**src/rtl/assert_change_window_ctrl_pkg.sv**
```systemverilog
// ============================================================================
// assert_change_window_ctrl_pkg
// ----------------------------------------------------------------------------
// Purpose : shared definitions for the assert_change window sequencer.
//           Holds the new-start policy codes and the state encoding of the
//           window FSM, plus a constant clog2 helper used to size the
//           window counter.
// Ports   : none (package)
// ============================================================================
package assert_change_window_ctrl_pkg;

    // What to do when start_event arrives while a window is already open
    localparam int OVL_IGNORE_NEW_START   = 0;
    localparam int OVL_RESET_ON_NEW_START = 1;
    localparam int OVL_ERROR_ON_NEW_START = 2;

    // Window FSM states
    typedef enum logic {
        IDLE = 1'b0,
        OPEN = 1'b1
    } win_state_t;

    // Ceiling log2 for elaboration-time sizing; clog2(1) = 0
    function automatic int clog2(input int value);
        int result;
        result = 0;
        for (int i = 0; i < 31; i++) begin
            if ((1 << i) < value) begin
                result = i + 1;
            end
        end
        return result;
    endfunction

endpackage

```
**src/rtl/assert_change_window_ctrl_counter.sv**
```systemverilog
// ============================================================================
// ovl_window_counter
// ----------------------------------------------------------------------------
// Purpose : cycle counter for the open window. Clears to zero, increments on
//           request and flags the terminal count.
// Ports   : clk         in  rising-edge clock
//           reset_n     in  asynchronous active-low reset
//           clear       in  load zero (has priority over inc)
//           inc         in  increment by one
//           cnt         out current count
//           at_terminal out cnt equals TERMINAL
// ============================================================================
module ovl_window_counter #(
    parameter int CNT_W    = 2,
    parameter int TERMINAL = 1
) (
    input  logic             clk,
    input  logic             reset_n,
    input  logic             clear,
    input  logic             inc,
    output logic [CNT_W-1:0] cnt,
    output logic             at_terminal
);

    // Count register: clear wins so a restart or close never lets the
    // count run past the terminal value
    always_ff @(posedge clk or negedge reset_n) begin
        if (!reset_n) begin
            cnt <= '0;
        end else if (clear) begin
            cnt <= '0;
        end else if (inc) begin
            cnt <= cnt + CNT_W'(1);
        end
    end

    assign at_terminal = (cnt == CNT_W'(TERMINAL));

endmodule

```
**src/rtl/assert_change_window_ctrl.sv**
```systemverilog
// ============================================================================
// assert_change_window_ctrl
// ----------------------------------------------------------------------------
// Purpose : window sequencer for the assert_change checker. Opens a
//           num_cks-cycle window on start_event, applies the new-start
//           policy, tracks whether test_expr changed inside the window and
//           produces registered window / fire pulses.
// Ports   : clk            in  checker clock, rising edge
//           reset_n        in  asynchronous active-low reset
//           start_event    in  window trigger
//           test_expr      in  [width] expression that must change
//           window         out window open (registered state)
//           window_close   out last open cycle
//           fire_change    out pulse: window closed without a change
//           fire_new_start out pulse: start_event inside window (ERROR mode)
//           cover_window_open/reset/close  out  only with OVL_CHANGE_COVER_EN
// Config  : define OVL_CHANGE_COVER_EN to add the cover_* outputs.
// ============================================================================
module assert_change_window_ctrl
    import assert_change_window_ctrl_pkg::*;
#(
    parameter int width               = 8,
    parameter int num_cks             = 2,
    parameter int action_on_new_start = OVL_IGNORE_NEW_START
) (
    input  logic             clk,
    input  logic             reset_n,
    input  logic             start_event,
    input  logic [width-1:0] test_expr,
    output logic             window,
    output logic             window_close,
    output logic             fire_change,
`ifdef OVL_CHANGE_COVER_EN
    output logic             cover_window_open,
    output logic             cover_window_reset,
    output logic             cover_window_close,
`endif
    output logic             fire_new_start
);

    localparam int CNT_W = clog2(num_cks) + 1;

    win_state_t       state, state_nxt;
    logic [width-1:0] prev;
    logic             changed, changed_nxt, diff;
    logic [CNT_W-1:0] cnt;
    logic             at_term;
    logic             opening, restart, closing, new_start_err;
    logic             cnt_clear, cnt_inc;

    ovl_window_counter #(
        .CNT_W    (CNT_W),
        .TERMINAL (num_cks - 1)
    ) u_counter (
        .clk         (clk),
        .reset_n     (reset_n),
        .clear       (cnt_clear),
        .inc         (cnt_inc),
        .cnt         (cnt),
        .at_terminal (at_term)
    );

    assign window       = (state == OPEN);
    assign window_close = (state == OPEN) && at_term;

    // Next-state and control decode. An X/Z compare makes the if-condition
    // unknown, which falls to the else branch, so unknowns count as
    // not-changed. A RESET-mode restart beats the close so a start on the
    // closing edge keeps the window open.
    always_comb begin
        state_nxt     = state;
        opening       = 1'b0;
        restart       = 1'b0;
        closing       = 1'b0;
        new_start_err = 1'b0;
        cnt_clear     = 1'b0;
        cnt_inc       = 1'b0;
        changed_nxt   = changed;
        if (test_expr != prev) begin
            diff = 1'b1;
        end else begin
            diff = 1'b0;
        end
        case (state)
            IDLE: begin
                if (start_event) begin
                    state_nxt = OPEN;
                    opening   = 1'b1;
                    cnt_clear = 1'b1;
                end
            end
            OPEN: begin
                changed_nxt = changed | diff;
                if (start_event && (action_on_new_start == OVL_RESET_ON_NEW_START)) begin
                    restart   = 1'b1;
                    cnt_clear = 1'b1;
                end else if (at_term) begin
                    closing   = 1'b1;
                    state_nxt = IDLE;
                    cnt_clear = 1'b1;
                end else begin
                    cnt_inc = 1'b1;
                end
                if (start_event && (action_on_new_start == OVL_ERROR_ON_NEW_START)) begin
                    new_start_err = 1'b1;
                end
            end
            default: begin
                state_nxt = IDLE;
            end
        endcase
    end

    // FSM state register
    always_ff @(posedge clk or negedge reset_n) begin
        if (!reset_n) begin
            state <= IDLE;
        end else begin
            state <= state_nxt;
        end
    end

    // Change tracking and registered fire pulses. prev follows test_expr
    // every open cycle so each edge compares against the previous sample;
    // changed is sticky until the window closes or restarts.
    always_ff @(posedge clk or negedge reset_n) begin
        if (!reset_n) begin
            prev           <= '0;
            changed        <= 1'b0;
            fire_change    <= 1'b0;
            fire_new_start <= 1'b0;
        end else begin
            fire_change    <= closing & ~changed_nxt;
            fire_new_start <= new_start_err;
            if (opening || restart) begin
                prev    <= test_expr;
                changed <= 1'b0;
            end else if (state == OPEN) begin
                prev    <= test_expr;
                changed <= closing ? 1'b0 : changed_nxt;
            end
        end
    end

`ifdef OVL_CHANGE_COVER_EN
    // Cover pulses, registered one cycle after the event they mark
    always_ff @(posedge clk or negedge reset_n) begin
        if (!reset_n) begin
            cover_window_open  <= 1'b0;
            cover_window_reset <= 1'b0;
            cover_window_close <= 1'b0;
        end else begin
            cover_window_open  <= opening;
            cover_window_reset <= restart;
            cover_window_close <= window_close;
        end
    end
`endif

endmodule
```
**config.mk**
```make
export PLATFORM = sky130hd
export DESIGN_NAME = assert_change_window_ctrl
export DESIGN_NICKNAME = d
export VERILOG_FILES = /design/src/rtl/assert_change_window_ctrl_pkg.sv /design/src/rtl/assert_change_window_ctrl_counter.sv /design/src/rtl/assert_change_window_ctrl.sv
export SDC_FILE = /design/constraint.sdc
export NUM_CORES = 1
export LEC_CHECK = 0
export CAP_MARGIN = 40
export CORE_MARGIN = 10
export CORE_UTILIZATION = 40
export DETAILED_ROUTE_END_ITERATION = 7
export GPL_TIMING_DRIVEN = 0
export PLACE_DENSITY = 0.73
export REMOVE_ABC_BUFFERS = 1
export SYNTH_ARGS = -nofsm -noshare
export SYNTH_HDL_FRONTEND = slang
export SYNTH_SLANG_ARGS = --single-unit
```
**constraint.sdc**
```tcl
create_clock -name clk -period 2.5 [get_ports clk]
set_input_delay 0.625 -clock clk [delete_from_list [all_inputs] [get_ports clk]]
set_output_delay 0.625 -clock clk [all_outputs]
set_load 0.02 [all_outputs]
```
Word-level counts from Yosys, hierarchy flattened
Cells that the tools add are included.
- flip-flop bits (word level): 13
- logic and storage cells: 32
- $add $sub $neg: 1
- equality and inequality tests: 2
- mux-type cells: 17
- bitwise gates (word level): 4
- reduce and logical (&&, ||, !) cells: 3
- operators with widths (operator ; count):
    8-bit 2-to-1 mux ; 2
    1-bit 2-to-1 mux ; 11
    8-bit inequality test ; 1
    2-bit 2-to-1 mux ; 2
    1-bit case mux with 2 select lines ; 2
    2-bit nonzero test ; 2
    2-bit by 1-bit adder with 2-bit output (second input constant) ; 1
    2-bit by 1-bit == test with 1-bit output (second input constant) ; 1
    1-bit inverter ; 2
    1-bit AND ; 1
    1-bit logical AND ; 1
    1-bit OR ; 1

Logic depth before layout (Yosys ltp)
Gate-level depths: netlist of the first run.
- depth in word-level cells: 7
- gate-level depth with buffers: 5

Cells and area by module
Synthesis of the first run repeated with hierarchy kept, for this count alone.
- cell total of the unflattened synthesis: 50
- area, all modules: 643.1 um2
- by module, submodules not included (module ; instances ; cells an instance ; area each (um2) ; seq. area each (um2)):
    assert_change_window_ctrl ; 1 ; 42 ; 553.0 ; 275.3
    ovl_window_counter ; 1 ; 8 ; 90.1 ; 50.0

Worst setup path before layout of the first run
No wires, ideal clock.
- path type: input to register
- start: in test_expr[5]
- end: reg changed
- arrival: 1.317 ns
- path slack: 1.063 ns
- stages on the path: 4
- cells stage by stage: xor2_1 > nor4_2 > a21oi_1 > a31o_1
- word-level cells in the longest chain between the ends: 7
- ends and longest elaborated chain (what ; RTL line ; source):
    start, declared ; assert_change_window_ctrl.sv:29 ; input logic [width-1:0] test_expr,
    8-bit inequality test ; assert_change_window_ctrl.sv:79 ; if (test_expr != prev) begin
    1-bit 2-to-1 mux ; assert_change_window_ctrl.sv:79 ;
    1-bit OR ; assert_change_window_ctrl.sv:93 ; changed_nxt = changed | diff;
    1-bit 2-to-1 mux ; assert_change_window_ctrl.sv:84 ; case (state)
    1-bit 2-to-1 mux ; assert_change_window_ctrl.sv:140 ; changed <= closing ? 1'b0 : changed_nxt;
    1-bit 2-to-1 mux ; assert_change_window_ctrl.sv:138 ; end else if (state == OPEN) begin
    1-bit 2-to-1 mux ; assert_change_window_ctrl.sv:135 ; if (opening || restart) begin
    end signal, assigned ; assert_change_window_ctrl.sv:140 ;
    end, declared ; assert_change_window_ctrl.sv:45 ; logic changed, changed_nxt, diff;
Every way passes these cells. The select of a mux whose other input is x is not followed.
A chain may end at the register's enable or synchronous reset.

Worst setup path in the final report of the first run
- start: reg u_counter.cnt[1]
- end: out window_close
- word-level cells in the longest chain between the ends: 2
- ends and longest elaborated chain (what ; RTL line ; source):
    start, declared ; assert_change_window_ctrl_counter.sv:21 ; output logic [CNT_W-1:0] cnt,
    start signal, assigned ; assert_change_window_ctrl_counter.sv:33 ; cnt <= cnt + CNT_W'(1);
    2-bit by 1-bit == test with 1-bit output ; assert_change_window_ctrl_counter.sv:37 ; assign at_terminal = (cnt == CNT_W'(TERMINAL));
    1-bit logical AND ; assert_change_window_ctrl.sv:64 ; assign window_close = (state == OPEN) && at_term;
    end, declared ; assert_change_window_ctrl.sv:31 ; output logic window_close,
Every way passes these cells.

==> flow_summary.yaml, run 1 <==
power:
  seq_power_share_pct: 45.4
  clockPowerShare_pct: 19.3
  p_int_uw: 446
  power_switching_uw: 212
  switching_share_pct: 32.2
  power_frac_comb_pct: 35.4
  leakage_uw: 0.000330
  p_per_area_mw_per_mm2: 842
  irDropWorstVdd_mv: 0.355
synthesis:
  synth_mux_area_share_pct: 14.8
  synth_top_area_cell: "dfrtp_1"
  synth_fa_ha_area_share_pct: 2.05
  synth_top_area_share_pct: 53.3
  seq_area_frac_synth_pct: 53.3
  synth_top_family_by_area: "multiplexers"
  netlist_instances: 50
  syn_avg_cell_area_um2: 12.2
  synth.area.top_cells: "dfrtp_1 53%, mux2_2 15%, xor2_1 11%"
  synth_cell_types: 16
  ys_seq_elements: 13
  synth_compound_area_share_pct: 3.89
  syn_area_um2: 611
  yosys.area_share.simple_pct: 10.7
  yosysWarningCount: 0
  synthXorXnorAreaFrac_pct: 11.5
floorplanning:
  die_w_um: 59.1
  row_count: 14
  die_h_um: 59.1
  start_util_pct: 41.5
  dieArea_mm2: 0.00349
  ioPinCount: 15
  core_mm2: 0.00147
drt:
  routedWlPerCell_um: 12.6
  drt-pass1-iter-count: 2
  viasPerCell: 4.85
  drc: 0
  wirelength_um: 1030
  vias: 398
  postRouteAntennaNets: 0
  drt_iter0_drc: 1
global_routing:
  use_met1_pct: 6.66
  antenna_found_initial: 0
  grt_first_pass_wirelength_um: 1730
  grt.overflow.total: 0
  use_met3_pct: 2.58
  grt_pass1_vias: 412
  busiest_layer: "met2"
  track_usage_pct: 6.58
  grt_start_max_net_pins: 14
  gr-usage-met2_pct: 9.76
final_layout:
  drive_gt1_share_pct: 21.2
  layout_common_cells: "13 x dfrtp_1, 13 x clkdlybuf4s50_1, 8 x xor2_1, 8 x mux2_2, 4 x nand2_1"
  final_cells: 82
  syn_to_final_growth_pct: 28.1
  n_antenna_cell: 0
  nets: 79
setup_path:
  cp.required_ns: 1.88
  cp_cell_sequence: "inv_1 > ha_1 > nand2_1 > inv_1 > clkdlybuf4s50_1"
  r2r_cells: 3
  cpMostUsedCell: "inv_1"
  critPathBufInv: 3
  cpPeakStageDelay_ns: 0.60
  r2r_slack_ns: 1.10
  regToRegStartpoint: "window"
  critPathMaxFanout: 3
  start_kind: "register"
  worst_ep_arrival_time_ns: 1.64
  critPathLaunch: "u_counter.cnt[1]"
  endpoint_kind: "output pin"
  critPathSlowestCell: "clkdlybuf4s50_1"
  path_class: "register to output pin"
  r2r-end: "prev[2]"
  critPathTopFamily: "buffers and inverters"
place:
  place_congestion: 0.709
  place_inst: 78
  port_buffers: 13
  hpwl_um: 821
  pre_cts_slack_ns: 0.422
clocking:
  post_cts_buffers: 0
  clk_pin_slew_worst_paths_ns: 0.07
  cts_root_buf: "clkbuf_4"
  cts_max_level: 1
  cts.path.max_buffers: 2
  cts.sinks: 13
  worstSkewPairLatency_ns: 0.27
  ctsResizeCount: 0
  cts_made_buffers: 3
  ctsHoldBuffers: 0
  cts_tree: "done"
timing:
  min_period_ns: 2.26
  setup_violations: 0
  fin_tns_setup_ns: 0
  holdWs_ns: 0.433
  rsz0062_at_grt: "no"
  fin_skew_ns: 0.00414
  setup_slack_ns: 0.239
  maxSlewViolCount: 0
  max_freq_mhz: 442
  finalHoldViolations: 0
  fin_crit_sh_pct: 90.4
  relSlewSlack_pct: 61.5
  worst_pin_slew_ns: 0.575
worst_hold_path:
  min-delay-start: "changed"
  hold_class: "register to register"
  hold_end: "fire_change"
  min_path_cells: 1
run_status:
  status: "complete, no violations"
flow_run:
  drv_cap: 0
## layout make-up
type	instances	area [um^2]
fillers	143	689
flip-flops and latches	13	325
multi-input cells	33	265
repair buffers	14	138
clock buffers	4	26.3
well taps	16	20.0
inverters	2	7.51
## registers in the layout (all words and copies together) (netlist names)
signal,count
changed,1
fire_change,1
prev,8
u_counter.cnt,2
window,1
## kinds of logic (layout without fill, tap and decap cells)
logic type | count (synthesis) | in the layout
flops | 13 | 13
simple gates | 11 | 11
xor+xnor | 8 | 8
mux | 8 | 8
compound gates | 4 | 4
buf+inv | 4 | 20
fa+ha+maj | 1 | 1
other cells | 1 | 1
## how the worst max path moves through the flow
stage | endpoint | slack [ns] | cells past startpoint
floorplan | prev[0] | 0.89 | 2
global placement | prev[7] | 0.22 | 3
detailed placement | prev[2] | 0.42 | 4
CTS | window_close | 0.21 | 5
global route | window_close | 0.14 | 5
finish | window_close | 0.24 | 5
## cells in the mapped netlist
library cell,number
nand2_1,4
mux2_2,8
buf_2,1
nand2b_1,2
buf_4,1
o21ai_0,2
a21oi_1,1
dfrtp_1,13
ha_1,1
nor2_1,2
a31o_1,1
nor4_2,2
inv_1,2
xor2_1,8
nor3_1,1
conb_1,1
## worst register-to-register path, delay by kind of cell (launching register included)
kind,cells,cell delay (ns)
DFF,1,0.41
muxes,1,0.34
and+or+nand+nor,1,0.31
buffers and inverters,1,0.23
## power groups by stage
stage / sequential [uW] / combinational [uW] / clock, uW
6_report: 299 / 233 / 127
5_1_grt: 308 / 261 / 143
4_1_cts: 299 / 239 / 135
3_5_place_dp: 303 / 237 / 0
3_3_place_gp: 300 / 227 / 0
2_1_floorplan: 306 / 144 / 0
## per-stage QoR
stage,utilization (%),power (uW),instance area [um^2]
final,53.1,659,782
after global routing,53.1,712,782
after CTS,53.1,673,782
after detailed placement,51.4,540,756
after global placement,50.9,527,748
after floorplan,-,450,598
## routing by layer
metal	part of all wire, %	routed length (um)
met5	0	0
met4	2.5	26
met3	5.3	55
met2	49	503
met1	43	446
No activity file was read; power rests on OpenSTA's default activity.
==> run 2: changes to the inputs <==
--- a/config.mk
+++ b/config.mk
@@ -8,6 +8,7 @@
 export CAP_MARGIN = 40
 export CORE_MARGIN = 10
 export CORE_UTILIZATION = 40
+export CTS_CLUSTER_DIAMETER = 60
 export DETAILED_ROUTE_END_ITERATION = 7
 export GPL_TIMING_DRIVEN = 0
 export PLACE_DENSITY = 0.73
==> results of run 2 <==
Final layout, timing and power as in run 1 (identical DEF).
==> run 3: changes to the inputs <==
--- a/config.mk
+++ b/config.mk
@@ -16,3 +16,4 @@
 export SYNTH_ARGS = -nofsm -noshare
 export SYNTH_HDL_FRONTEND = slang
 export SYNTH_SLANG_ARGS = --single-unit
+export TNS_END_PERCENT = 50
==> results of run 3 <==
Final layout, timing and power as in run 1 (identical DEF).
